### config.mk
export PLATFORM = sky130hd
export DESIGN_NAME = mem_request_scheduler
export DESIGN_NICKNAME = d
export VERILOG_FILES = /design/src/rtl/mem_request_scheduler.sv
export SDC_FILE = /design/constraint.sdc
export NUM_CORES = 1
export LEC_CHECK = 0
export ABC_AREA = 1
export CORE_AREA = 2 2 146 148
export CTS_BUF_LIST = sky130_fd_sc_hd__clkbuf_8 sky130_fd_sc_hd__clkbuf_16
export DETAILED_ROUTE_END_ITERATION = 7
export DIE_AREA = 0 0 148 150
export DONT_BUFFER_PORTS = 1
export RECOVER_POWER = 25
export SYNTH_ARGS = -nofsm -noshare
export SYNTH_HDL_FRONTEND = slang
export SYNTH_SLANG_ARGS = --single-unit
### constraint.sdc
create_clock -name clk -period 2.4 [get_ports clk]
set_input_delay 0.72 -clock clk [delete_from_list [all_inputs] [get_ports clk]]
set_output_delay 0.72 -clock clk [all_outputs]
set_load 0.05 [all_outputs]
### src/rtl/mem_request_scheduler.sv
// mem_request_scheduler
// Shares one memory port between VGA, audio and CPU requesters on the
// SDRAM clock domain. It uses fixed priority VGA > audio > CPU. A CPU that
// has waited too long is promoted to the top. The owner keeps the port for
// its whole burst. A watchdog aborts a transaction whose back end stops
// acknowledging.
//
// Handshake: a requester holds *_cs high until it sees the port granted
// (owner shows its code). The back end raises mem_ack for exactly one cycle
// per word while mem_cs is high. That same cycle the owner's *_ack is high
// combinationally and *_dout carries the word. After the last word,
// mem_cs is low for at least two cycles before the next grant.
module mem_request_scheduler #(
    parameter int         STARVE_LIMIT = 64,
    parameter int         TIMEOUT      = 1024,
    parameter logic [1:0] AUDIO_ACC    = 2'b10
) (
    input  logic        clk,
    input  logic        res_n,

    input  logic [31:0] vga_addr,
    input  logic        vga_cs,
    input  logic [1:0]  vga_acc,
    input  logic [8:0]  vga_burst,
    output logic [31:0] vga_dout,
    output logic        vga_ack,

    input  logic [31:0] audio_addr,
    input  logic        audio_cs,
    output logic [31:0] audio_dout,
    output logic        audio_ack,

    input  logic [31:0] cpu_addr,
    input  logic        cpu_cs,
    input  logic        cpu_wr,
    input  logic [1:0]  cpu_acc,
    input  logic [8:0]  cpu_burst,
    input  logic [31:0] cpu_din,
    input  logic        cpu_lsb_mask_en,
    output logic [31:0] cpu_dout,
    output logic        cpu_ack,

    output logic [31:0] mem_addr,
    output logic        mem_cs,
    output logic        mem_wr,
    output logic [1:0]  mem_acc,
    output logic [8:0]  mem_burst,
    output logic [31:0] mem_din,
    output logic        mem_lsb_mask_en,
    input  logic [31:0] mem_dout,
    input  logic        mem_ack,

    output logic [1:0]  owner,
    output logic        timeout_err,
    input  logic        err_clr,

    output logic [1:0]  state_dbg
);

    localparam int STARVE_W = $clog2(STARVE_LIMIT) + 1;
    localparam int WDOG_W   = $clog2(TIMEOUT) + 1;

    localparam logic [STARVE_W-1:0] STARVE_THRESH = STARVE_W'(STARVE_LIMIT);
    localparam logic [STARVE_W-1:0] STARVE_MAX    = {STARVE_W{1'b1}};
    localparam logic [WDOG_W-1:0]   WDOG_LAST     = WDOG_W'(TIMEOUT - 1);

    localparam logic [1:0] OWN_NONE  = 2'b00;
    localparam logic [1:0] OWN_VGA   = 2'b01;
    localparam logic [1:0] OWN_AUDIO = 2'b10;
    localparam logic [1:0] OWN_CPU   = 2'b11;

    typedef enum logic [1:0] {
        ST_IDLE    = 2'd0,
        ST_BUSY    = 2'd1,
        ST_RELEASE = 2'd2
    } state_t;

    state_t                state;
    logic [8:0]            remaining;
    logic [WDOG_W-1:0]     wdog;
    logic [STARVE_W-1:0]   starve_cnt;
    logic                  abort_pulse;
    logic [1:0]            sel_owner;
    logic                  cpu_starved;
    logic                  abort_now;
    logic                  ack_live;

    // A burst field of zero still moves one word.
    function automatic logic [8:0] burst_words(input logic [8:0] b);
        return (b == 9'd0) ? 9'd1 : b;
    endfunction

    assign cpu_starved = cpu_cs && (starve_cnt >= STARVE_THRESH);

    // Pick the requester that would win if the port were free this cycle.
    always_comb begin
        sel_owner = OWN_NONE;
        if (cpu_starved) begin
            sel_owner = OWN_CPU;
        end else if (vga_cs) begin
            sel_owner = OWN_VGA;
        end else if (audio_cs) begin
            sel_owner = OWN_AUDIO;
        end else if (cpu_cs) begin
            sel_owner = OWN_CPU;
        end
    end

    // The watchdog fires on the last silent cycle, not on a cycle that acks.
    assign abort_now = (state == ST_BUSY) && !mem_ack && (wdog == WDOG_LAST);

    // Acks pass through with zero latency while busy. An abort produces one
    // synthetic ack during the release cycle, while owner is still valid.
    assign ack_live  = ((state == ST_BUSY) && mem_ack) || abort_pulse;
    assign vga_ack   = ack_live && (owner == OWN_VGA);
    assign audio_ack = ack_live && (owner == OWN_AUDIO);
    assign cpu_ack   = ack_live && (owner == OWN_CPU);

    assign vga_dout   = abort_pulse ? 32'd0 : mem_dout;
    assign audio_dout = abort_pulse ? 32'd0 : mem_dout;
    assign cpu_dout   = abort_pulse ? 32'd0 : mem_dout;

    // Write data stays live so the CPU can present a new word after each ack.
    assign mem_din = (owner == OWN_CPU) ? cpu_din : 32'd0;

    assign state_dbg = state;

    // Main sequencer: grant, burst ownership, watchdog abort and release gap.
    always_ff @(posedge clk or negedge res_n) begin
        if (!res_n) begin
            state           <= ST_IDLE;
            owner           <= OWN_NONE;
            mem_addr        <= 32'd0;
            mem_cs          <= 1'b0;
            mem_wr          <= 1'b0;
            mem_acc         <= 2'b00;
            mem_burst       <= 9'd0;
            mem_lsb_mask_en <= 1'b0;
            remaining       <= 9'd0;
            wdog            <= '0;
            abort_pulse     <= 1'b0;
        end else begin
            abort_pulse <= 1'b0;
            case (state)
                ST_IDLE: begin
                    if (sel_owner != OWN_NONE) begin
                        owner  <= sel_owner;
                        mem_cs <= 1'b1;
                        wdog   <= '0;
                        state  <= ST_BUSY;
                        case (sel_owner)
                            OWN_VGA: begin
                                mem_addr        <= vga_addr;
                                mem_wr          <= 1'b0;
                                mem_acc         <= vga_acc;
                                mem_burst       <= vga_burst;
                                mem_lsb_mask_en <= 1'b0;
                                remaining       <= burst_words(vga_burst);
                            end
                            OWN_AUDIO: begin
                                mem_addr        <= audio_addr;
                                mem_wr          <= 1'b0;
                                mem_acc         <= AUDIO_ACC;
                                mem_burst       <= 9'd1;
                                mem_lsb_mask_en <= 1'b0;
                                remaining       <= 9'd1;
                            end
                            OWN_CPU: begin
                                mem_addr        <= cpu_addr;
                                mem_wr          <= cpu_wr;
                                mem_acc         <= cpu_acc;
                                mem_burst       <= cpu_burst;
                                mem_lsb_mask_en <= cpu_lsb_mask_en;
                                remaining       <= burst_words(cpu_burst);
                            end
                            default: begin
                            end
                        endcase
                    end
                end
                ST_BUSY: begin
                    if (mem_ack) begin
                        wdog <= '0;
                        if (remaining == 9'd1) begin
                            remaining <= 9'd0;
                            mem_cs    <= 1'b0;
                            state     <= ST_RELEASE;
                        end else begin
                            remaining <= remaining - 9'd1;
                        end
                    end else if (abort_now) begin
                        mem_cs      <= 1'b0;
                        abort_pulse <= 1'b1;
                        wdog        <= '0;
                        state       <= ST_RELEASE;
                    end else begin
                        wdog <= wdog + 1'b1;
                    end
                end
                ST_RELEASE: begin
                    // Requests are not looked at here, so a stale cs is not re-granted.
                    owner <= OWN_NONE;
                    state <= ST_IDLE;
                end
                default: begin
                    owner  <= OWN_NONE;
                    mem_cs <= 1'b0;
                    state  <= ST_IDLE;
                end
            endcase
        end
    end

    // CPU aging: counts cycles the CPU waits while the port belongs to someone else.
    always_ff @(posedge clk or negedge res_n) begin
        if (!res_n) begin
            starve_cnt <= '0;
        end else if (state == ST_IDLE) begin
            if ((sel_owner == OWN_CPU) || !cpu_cs) begin
                starve_cnt <= '0;
            end else if (starve_cnt != STARVE_MAX) begin
                starve_cnt <= starve_cnt + 1'b1;
            end
        end else if (cpu_cs && (owner != OWN_CPU) && (starve_cnt != STARVE_MAX)) begin
            starve_cnt <= starve_cnt + 1'b1;
        end
    end

    // Sticky abort flag. A new abort takes precedence over a clear in the same cycle.
    always_ff @(posedge clk or negedge res_n) begin
        if (!res_n) begin
            timeout_err <= 1'b0;
        end else if (abort_now) begin
            timeout_err <= 1'b1;
        end else if (err_clr) begin
            timeout_err <= 1'b0;
        end
    end

endmodule

# Yosys cells after proc, flatten, opt, wreduce, memory -nomap -nowiden

Index checks and enable logic that the tools add are counted.

Input bits: 191
Bits in writable memories: 0
Bits in latches: 0
Register bits: 79
Logic and storage cells: 111
Bits in read-only memories: 0
Output and inout bits: 182
Memories kept: 0

$add $sub $neg: 3
Reduce and logical (&&, ||, !) cells: 31
Muxes and demuxes: 43
Multipliers: 0
Equality and inequality tests: 18
Order comparisons: 1
Shift operators: 0
Bitwise gates (word level): 2
Divide/modulo/power cells: 0

Operators with widths:

| operator                | number |
|---|---|
| $pmux W32 S3            | 1 |
| $mux W32                | 2 |
| $pmux W9 S3             | 2 |
| $mux W9                 | 5 |
| $mux W11                | 3 |
| $mux W7                 | 4 |
| $pmux W11 S2            | 1 |
| $logic_not A9 Y1        | 2 |
| $mux W2                 | 9 |
| $pmux W9 S2             | 1 |
| $add A11 B1 Y11 const B | 1 |
| $eq A11 B10 Y1 const B  | 1 |
| $eq A2 B2 Y1 const B    | 5 |
| $reduce_bool A2 Y1      | 5 |
| $eq A9 B1 Y1 const B    | 1 |
| $logic_and A1 B1 Y1     | 9 |
| $mux W1                 | 9 |
| $reduce_and A3 Y1       | 3 |
| $sub A9 B1 Y9 const B   | 1 |
| $pmux W2 S2             | 2 |
| $reduce_and A4 Y1       | 2 |
| $add A7 B1 Y7 const B   | 1 |
| $ge A7 B7 Y1 const B    | 1 |
| $ne A7 B7 Y1 const B    | 1 |
| 16 further kinds        | 26 |

# Depth between registers and ports, before layout

Gate-level depths: netlist (run 1).

Word-level depth: 8
Depth in mapped cells: 13
Gate-level depth less buffers: 12

# Worst setup path after synthesis (run 1)

Ideal clock, no wire load.

Kind: register to output
Start: register state[0] (netlist: state_dbg[0])
End: output audio_ack
Slack: -0.761 ns
Data arrival time: 2.441 ns
Stages on the path, launching flop included: 8
Path buffers: 0
Data required time: 1.680 ns
Cell sequence: dfrtp_1 -> inv_2 -> nor2_4 -> inv_2 -> nor2_1 -> or2_1 -> inv_1 -> nor3_1

Word-level cells in the longest chain between the ends: 4

Ends and longest elaborated chain:

| element                | line | RTL |
|---|---|---|
| start, declared        | 78   | `state_t state;` |
| start signal, assigned | 131  | `state <= ST_IDLE;` |
| start signal, assigned | 150  | `state <= ST_BUSY;` |
| start signal, assigned | 187  | `state <= ST_RELEASE;` |
| $eq A2 B1 Y1           | 114  | `assign ack_live = ((state == ST_BUSY) && mem_ack) \|\| abort_pulse;` |
| $logic_and A1 B1 Y1    | 114  |  |
| $logic_or A1 B1 Y1     | 114  |  |
| $logic_and A1 B1 Y1    | 116  | `assign audio_ack = ack_live && (owner == OWN_AUDIO);` |
| end, declared          | 31   | `output logic audio_ack,` |

Every way passes these cells.

# Worst setup path after layout (run 1)

Same ends and word-level chain as after synthesis.

==> flow_results.org, run 1 <==
** Critical path
- STA classifies the critical path endpoint as a primary output.
- STA classifies the critical path startpoint as a register.
- Of all nets on the critical path, the largest fanout is 4.
- The critical path is of the reg2out type.
- CP top delay family :: simple AND/OR/NAND/NOR gates
- Timing startpoint of the critical path :: state_dbg[0]$_DFFE_PN0P_
- Worst setup slack for register-to-register paths :: 0.40 ns
- Number of buffers and inverters on the critical path :: 4
- For the worst setup path, the data required time is 1.68 ns.
- The worst register-to-register path has a depth of 9.
- For this design, the slowest cell found on the critical path is dfrtp_2.
- At the worst endpoint, the arrival time is 1.58 ns.
- The critical path goes through inv_4 -> nor2_4 -> inv_6 -> nor2_4 -> or2_1 -> inv_2 -> nor3_4 -> buf_12.
- Cell repeated most along the worst path :: nor2_4
- Delay contributed by the slowest stage of the critical path :: 0.38 ns
- Reg-to-reg startpoint :: starve_cnt[6]$_DFFE_PN0P_
- The worst register-to-register path ends at mem_addr[19]$_DFFE_PN0P_.

** Place
- DP HPWL :: 17180 um
- Before CTS, the worst setup slack after placement is 0.08344 ns.
- The number of placed instances, taps included, is 1087.
- At the end of routability-driven placement, the weighted congestion stood at 0.9050.
- After detailed placement, the total cell area comes to 6665 um2.
- Port bufs :: 0

** Power and ir drop
- Peak VDD IR :: 582.7 uV
- Static leakage power :: 3.396 nW
- Power spread over the standard cell area amounts to 1179 nW/um2.

** Global route
- Antenna violations before repair :: 0
- Vias in the first global route :: 5104
- Gr ovfl total :: 0
- Pin count of the biggest net entering global routing :: 80
- The first global-routing pass estimated 30500 um of wire.
- In the global route stage, overall resource usage came out at 0.1836.

** Floorplanning
- Total die area :: 22200 um2
- Effective utilization at floorplan :: 0.2607
- The region available for standard cell placement spans 20690 um2.
- The initialized floorplan defines 53 standard-cell rows.
- Floorplan die height :: 150 um
- Horizontal extent of the die :: 148 um
- In this run the count of I/O pins placed on the die edge is 373.

** Finish
- From synthesis to final layout, the design area changed by 29.39%.
- Final std cells w/o fill :: 1106
- Number of nets at the end of the flow :: 1027
- Area taken by flip-flops and latches :: 1983 um2
- The multi-input combinational cells in the finished layout cover a total of 2643 um2.
- The repair_antennas step left the layout with diodes totalling 0.
- Filler cell count :: 2244
- Fraction of final layout cells with drive strength greater than 1 :: 0.2323
- Summed area of non-filler cells in the final layout :: 6979 um2

** Synth
- Of the synthesized area, sequential elements account for 0.3665.
- Number of different library cells in the post-synthesis netlist :: 36
- Synth Cell Area :: 5394 um2
- Parity-gate share of the synthesized area counting xor and xnor cells :: 0.006495
- Synthesis produced 787 cells.
- Syn Nets :: 986
- Mean cell area of the mapped netlist :: 6.854 um2
- Of the total synthesized cell area, the portion taken by AND, OR, NAND and NOR gates is 0.2881.
- Of the post-synthesis cell area, the dominant cell type holds 0.3665.
- Yosys reg bits :: 79
- Biggest area contributors in the synthesized netlist :: dfrtp_1 (37%), nand2_1 (13%), nor2_1 (11%), buf_4 (9.6%), inv_1 (7.7%)
- Of the total synthesized cell area, the portion taken by full adders, half adders and majority gates is 0.01856.
- By area, the combinational part of the netlist is dominated by simple AND/OR/NAND/NOR gates.
- Total of warnings raised by yosys :: 0
- Largest area contributor in the netlist :: dfrtp_1
- Share of the synthesized area in compound gates (AO/OA/AOI/OAI) :: 0.1188
- Multiplexer fraction of the synthesized cell area :: 0.004175

** Timing
- Slew HR :: 0.5971
- Final Slew Violations :: 0
- In the finished design, the share of the clock period the worst path needs comes to 0.9579.
- For the finished layout, the period the worst path requires is 2.299 ns.
- Timing would allow up to 435.0 MHz.
- The clock arrives with 0.006971 ns of skew.
- Final worst-path setup slack :: 0.1011 ns
- For the pin with the worst max-slew slack, the measured transition is 0.6043 ns.
- Unrepaired setup endpoints after global routing :: yes
- Setup violations remaining at the end of the flow were counted as 0.
- The hold violation total from the final report came to 0.

** Drt
- DR vias/cell :: 4.742
- Avg WL per Cell :: 18.76 um
- DR iter-0 viols :: 255
- Summed over all layers, the routed wires come to 20750 um.
- Count of vias placed by the detailed router :: 5245
- Remaining design rule violation count :: 0
- Once detail routing completed, the nets flagged for antenna violations numbered 0.
- First drt pass iteration count :: 4

** Clocking
- TritonCTS clock tree :: yes
- TritonCTS created 9 clock buffers.
- The clock net in this run drives a total of 79 sinks.
- CTS Root Buffer Type :: clkbuf_16
- Clock transition at the registers of the reported paths :: 0.06 ns
- Clock Path Buffers :: 2
- The H-tree was split into 3 levels.
- The later pin in the worst-skew pair is clocked with a latency of 0.35 ns.

** Run status
- The run finished with clean final reports.

** Job
- The tool flagged a number of max-cap violations equal to 0.

** Hold path
- Path class of the lowest-slack min-delay path :: in2async
-- cell type report --
class / count / share of cell area
flip-flops and latches: 79 / 0.2842
clock inverters: 3 / 0.001793
repair buffers: 125 / 0.1870
well taps: 275 / 0.04930
clock buffers: 11 / 0.03621
multi-input cells: 498 / 0.3786
inverters: 115 / 0.06293
-- flip-flops by register name (all words and copies together) (netlist names) --
name and flops:
mem_addr 32, wdog 11, mem_burst 9, remaining 9
starve_cnt 7, mem_acc 2, owner 2, state_dbg 2
abort_pulse 1, mem_cs 1, mem_lsb_mask_en 1, mem_wr 1
timeout_err 1
-- metrics by stage --
step / power, W / util / setup TNS, ns / hold WS [ns]
after global routing: 0.008748 / 0.3373 / -0.005394 / 0.05443
after floorplan: 0.005980 / - / -7.979 / 0.4244
after global placement: 0.006925 / 0.3221 / 0 / 0.4281
final: 0.008226 / 0.3373 / 0 / 0.07042
after detailed placement: 0.006996 / 0.3221 / 0 / 0.4280
after CTS: 0.008309 / 0.3371 / 0 / 0.05877
-- worst reg2reg max path, cell delays in order (launching register included) --
cell     delay, ns
dfrtp_1       0.40
nand2_1       0.10
inv_1         0.06
nor3_2        0.20
inv_1         0.07
ha_2          0.23
nor2_4        0.29
buf_4         0.29
nand2_1       0.07
a41oi_1       0.20
-- layer usage --
metal	track usage	vias to the layer above	part of all wire
li1	-	2481	-
met2	0.3500	286	0.54
met1	0.1944	2452	0.35
met4	0.07238	0	0.025
met3	0.04299	26	0.081
met5	0	-	0
-- cells in the mapped netlist --
library cell / count
o21bai_1: 2
nor4_1: 1
a21oi_1: 18
a22oi_1: 4
or2_1: 1
o21ai_0: 17
nand3b_1: 1
mux2_1: 2
inv_1: 111
buf_4: 69
nand2_2: 2
o21ai_2: 1
nor3_1: 7
a31oi_1: 4
a22o_1: 1
buf_2: 8
inv_2: 4
nor2_2: 3
o21ai_1: 8
o21ai_4: 1
nand3_1: 22
o22ai_1: 4
nor2_1: 156
nand2_1: 188
nor2_4: 2
o211ai_1: 1
a21oi_2: 1
clkbuf_1: 17
ha_1: 8
buf_6: 1
xor2_1: 3
and3_1: 1
xnor2_1: 1
nand4_1: 6
dfrtp_1: 79
a41oi_1: 32
-- layout by cell type (no fill, tap or decap), types with 2 or more instances in the layout --
cell and count:
dfrtp_2 2, a22oi_1 4, o21ai_0 17, nor3_4 2, nand4_1 6, nand2_2 2
dfrtp_1 76, o21bai_1 2, a21oi_1 18, clkbuf_8 2, inv_2 3, nor2_4 37
a31oi_1 4, nand3_1 22, clkbuf_16 9, a41oi_1 32, nor3_1 4, buf_4 95
xor2_1 3, ha_1 7, nor2_2 2, o22ai_1 4, mux2_1 2, nor2_1 122
nand2_1 188, o21ai_1 8, buf_12 29, inv_1 112
-- report_power, final --
group / leakage (nW) / internal [W] / switching [W]
clock: 0.140 / 0.000736 / 0.000529
combinational: 2.31 / 0.00111 / 0.00216
sequential: 0.946 / 0.00186 / 0.00183
total: 3.40 / 0.00371 / 0.00452
-- kinds of logic after synthesis --
group	Yosys count
simple gates	390
buf+inv	210
compound gates	94
flops	79
fa+ha+maj	8
xor+xnor	4
mux	2
-- worst max-delay path by stage --
stage                                     to  slack [ns]  cells after the start
CTS                                audio_ack        0.06                      8
detailed placement  mem_addr[19]$_DFFE_PN0P_        0.08                      9
global placement    remaining[0]$_DFFE_PN0P_        0.17                     10
finish                             audio_ack        0.10                      8
floorplan                        mem_din[10]       -0.16                      3
global route                         cpu_ack      -0.005                      8
-- timing repair --
item	CTS	global route
hold endpoints to repair	0	0
setup endpoints to repair	13	1
buffers inserted	5	0
gates resized for setup	2	1
hold buffers	0	0
gates cloned	0	0
pin swaps	1	0
(Power assumes the default switching activity.)
==> run 2: changes to the inputs <==
Settings changed: ABC_AREA 1 to 0, CORE_AREA 2 2 146 148 to 2 2 144 146, DIE_AREA 0 0 148 150 to 0 0 146 148.
==> run 2 against run 1 <==
  * Register-to-register slack worse by 0.16 ns
  * Final cell count is 16% lower
  * Utilization is 0.20 points higher
  * Via count is 9.1% lower
  * Setup slack better by 0.026 ns
  * Critical endpoint unchanged
  * Non-clock buffer count is 3 lower
  * Maximum frequency is 1.1% higher
  * Highest routed layer unchanged
  * Sequential share of layout area is 0.82 points higher
  * Routed wire length is 6.2% lower
  * Die area is 2.7% lower
  * Synthesized area is 3.0% lower
  * Sequential power is 4% higher
==> flow_results.org, run 2 <==
** Place
- During placement, the flow inserted port buffers numbering 0.
- DP HPWL :: 15450 um
- Routability-driven placement finished with a final weighted congestion of 0.8984.

** Global route
- Vias in the first global route :: 4658
- The first global-routing pass estimated 28510 um of wire.
- Pin count of the biggest net entering global routing :: 91
- For this run the aggregate overflow at the end of global routing stands at 0.
- The number of antenna violations at the first check in global routing came to 1.
- In the global route stage, overall resource usage came out at 0.1723.

** Timing
- Clock period minus final worst setup slack :: 2.273 ns
- The worst pin sits at a relative slew slack of 0.6256.
- Final Slew Violations :: 0
- Final sum of negative setup slack :: 0 ns
- Timing would allow up to 439.9 MHz.
- Worst setup skew after layout :: 0.009548 ns
- Final hold vios :: 0
- Setup repair after global routing left no endpoint under its margin.
- Period utilisation layout :: 0.9471
- Setup violations remaining at the end of the flow were counted as 0.
- At the pin with the least slew margin, the transition time is 0.5616 ns.

** Synth
- Synthesis instantiated 64 different standard cells from the library.
- Mean cell area of the mapped netlist :: 8.397 um2
- Of the total synthesized cell area, the portion taken by AND, OR, NAND and NOR gates is 0.2483.
- Sequential cell area fraction in the yosys report :: 0.3779
- Share of the synthesized area in the top cell type :: 0.3779
- For this run, the number of Yosys warnings is 0.
- The synthesized-area fraction occupied by ao, oa, aoi and oai cells is 0.2040.
- Biggest area contributors in the synthesized netlist :: dfrtp_1 (38%), buf_4 (9.2%), a22oi_1 (4.6%), a31oi_1 (4.4%), nor2b_1 (4.3%)
- In the post-synthesis netlist, the cell with the most instances is dfrtp_1.
- Of the total synthesized cell area, the portion taken by XOR and XNOR cells is 0.001674.
- Summing every instance area after synthesis gives 5231 um2.
- Most frequent cells after synthesis :: dfrtp_1 (79), buf_4 (64), nor2_1 (55)
- Post-synth EDFFs :: 0
- Of all cell types, the one taking the most synthesized area is dfrtp_1.
- Of the total synthesized cell area, the portion taken by full adders, half adders and majority gates is 0.01913.
- In the synthesized netlist the async set-or-reset flop fraction comes to 1.000.
- In this run, synthesis produced a sequential element count of 79.
- Most instantiated flip-flop cell in the synthesis netlist :: dfrtp_1
- Cells after Synth :: 623
- Syn Nets :: 822
- After synthesis, the largest family of logic cells by area is simple AND/OR/NAND/NOR gates.
- Multiplexer fraction of the synthesized cell area :: 0.007893

** Finish
- Most frequent cells in the layout :: buf_4 (91), dfrtp_1 (74), nor2_1 (53)
- Counting the fill cells in the layout gives 2108.
- Relative to the synthesized area, the layout overhead comes to 29.99%.
- Largest registers :: mem_addr x32, wdog x11
- Area taken by flip-flops and latches :: 1988 um2
- After the last flow step, the layout net total stands at 847.
- Post-layout util :: 0.3393
- The register with the most flip-flops in the final layout is mem_addr.
- Leading cell type in the layout, fill and taps excluded :: buf_4
- Summing all multi-input logic gate instances after layout gives 2806 um2.
- Of the cells placed in the final design, the portion with a size suffix greater than 1 is 0.2971.
- The register with the most flip-flops in the layout has 32 of them.

** Floorplanning
- Number of I/O pins :: 373
- The initialized floorplan defines 52 standard-cell rows.
- Floorplan die height :: 148 um
- The die is 146 um wide.
- Total die area :: 21610 um2
- Effective utilization at floorplan :: 0.2611
- Core Region :: 20040 um2

** Clocking
- For this design, the sink count on the clock tree is 79.
- Clk Latency, worst-skew pair :: 0.34 ns
- TritonCTS clock tree :: yes
- After clock tree synthesis, the clock-pin slew on the worst setup and hold paths is 0.06 ns.
- The H-tree was split into 3 levels.
- In this run the clock root is driven by a clkbuf_16.
- Counting the buffers created by CTS gives 9.
- Clock Path Buffers :: 2
- Count of hold buffers inserted by post-cts repair :: 0

** Run status
- The run finished with clean final reports.

** Power and ir drop
- The analysis attributes to cell leakage a power of 3.049 nW.
- In this run the power density over the cells is 1311 nW/um2.
- Peak VDD IR :: 672.7 uV

** Critical path
- Measured in cells, the most critical reg-to-reg path has a length of 9.
- Category of the worst setup path launch point :: register
- The slowest stage of the critical path belongs to the cell dfrtp_2.
- Counting buffers and inverters, the worst setup path is 4 cells deep.
- Number of buffers and inverters on the critical path :: 1
- Peak fanout along the critical path :: 3
- Kind of capture point of the worst setup path :: primary output
- Arrival time at the worst endpoint :: 1.55 ns
- CP top delay family :: simple AND/OR/NAND/NOR gates
- Cell chain of the critical path :: nor2b_1 -> a21oi_4 -> nor3b_4 -> buf_12
- Crit Path Class :: reg2out
- STA puts the critical path data required time at 1.68 ns.
- Delay contributed by the slowest stage of the critical path :: 0.40 ns

** Job
- Max-cap check violation count :: 0

** Drt
- For this run, design rule violations remaining after detail routing come to 0.
- Before antenna repair, the detailed router went through 5 iterations.
- In this run the remaining antenna-violating nets after routing total 0.
- Avg WL per Cell :: 21.06 um
- Detailed routing inserted a total of 4766 vias.
- DR vias/cell :: 5.158
- After detailed routing, the total wire length is 19460 um.
- DR iter-0 viols :: 183

** Hold path
- The worst hold path belongs to the class in2async.
==> run 2: cell types whose count changed after synthesis, moves of 31 or more <==
cell     change
nor2_1     -101
and3_1      +31
nor2b_1     +36
nand2_1    -142
a31oi_1     +33
a41oi_1     -31
inv_1       -92
==> run 2: final timing paths <==
kind / endpoint / startpoint / slack, ns
setup / recovery: audio_ack / state_dbg[1]$_DFFE_PN0P_ / 0.13
hold / removal: mem_addr[2]$_DFFE_PN0P_ / res_n / 0.07
setup reg to reg: remaining[1]$_DFFE_PN0P_ / starve_cnt[6]$_DFFE_PN0P_ / 0.24
hold reg to reg: wdog[8]$_DFFE_PN0P_ / wdog[8]$_DFFE_PN0P_ / 0.51
max in group asynchronous: owner[1]$_DFFE_PN0P_ / res_n / 2.20
min in group clk: wdog[8]$_DFFE_PN0P_ / wdog[8]$_DFFE_PN0P_ / 0.51
==> run 2: kinds of logic (layout without fill, tap and decap cells) <==
kind of cell	after synthesis	count (layout)
xor+xnor	1	1
buf+inv	127	157
mux	4	4
compound gates	161	161
other cells	0	1
simple gates	243	243
fa+ha+maj	8	8
flops	79	79
==> run 2: repair_timing <==
item / 4_1_cts / 5_1_grt
setup buffers: 2 / 0
resized for setup: 2 / 0
setup endpoints to repair: 31 / 0
==> run 2: power breakdown <==
group | internal (W) | switching, W | total, W | leakage (nW)
Clock | 0.000801 | 0.000573 | 0.00137 | 0.152
Combinational | 0.00136 | 0.00235 | 0.00371 | 1.96
Sequential | 0.00188 | 0.00195 | 0.00383 | 0.940
==> run 2: metrics by stage <==
step	instances	instance area, um2	total power, W	hold slack, ns	setup WS (ns)
final	924	6800	0.008912	0.06832	0.1269
after floorplan	623	5315	0.006420	0.4244	-0.1522
after CTS	923	6798	0.008999	0.05344	0.08523
after global routing	924	6800	0.009432	0.04895	0.02706
after global placement	905	6470	0.007518	0.4271	0.02628
after detailed placement	905	6470	0.007580	0.4267	-0.02937
==> run 2: routing by layer <==
layer / track usage / vias up / part of all wire
li1: - / 2213 / -
met1: 0.1882 / 2251 / 0.36
met2: 0.3087 / 270 / 0.52
met3: 0.05123 / 32 / 0.084
met4: 0.07816 / 0 / 0.031
met5: 0 / - / 0
==> run 2: final cells by class <==
type | count | area share
inverter | 19 | 0.01049
antenna | 1 | 0.0003680
clock buffer | 9 | 0.03312
multi-input combinational | 417 | 0.4127
tap | 270 | 0.04968
clock inverter | 7 | 0.009568
timing repair buffer | 122 | 0.1917
sequential | 79 | 0.2924
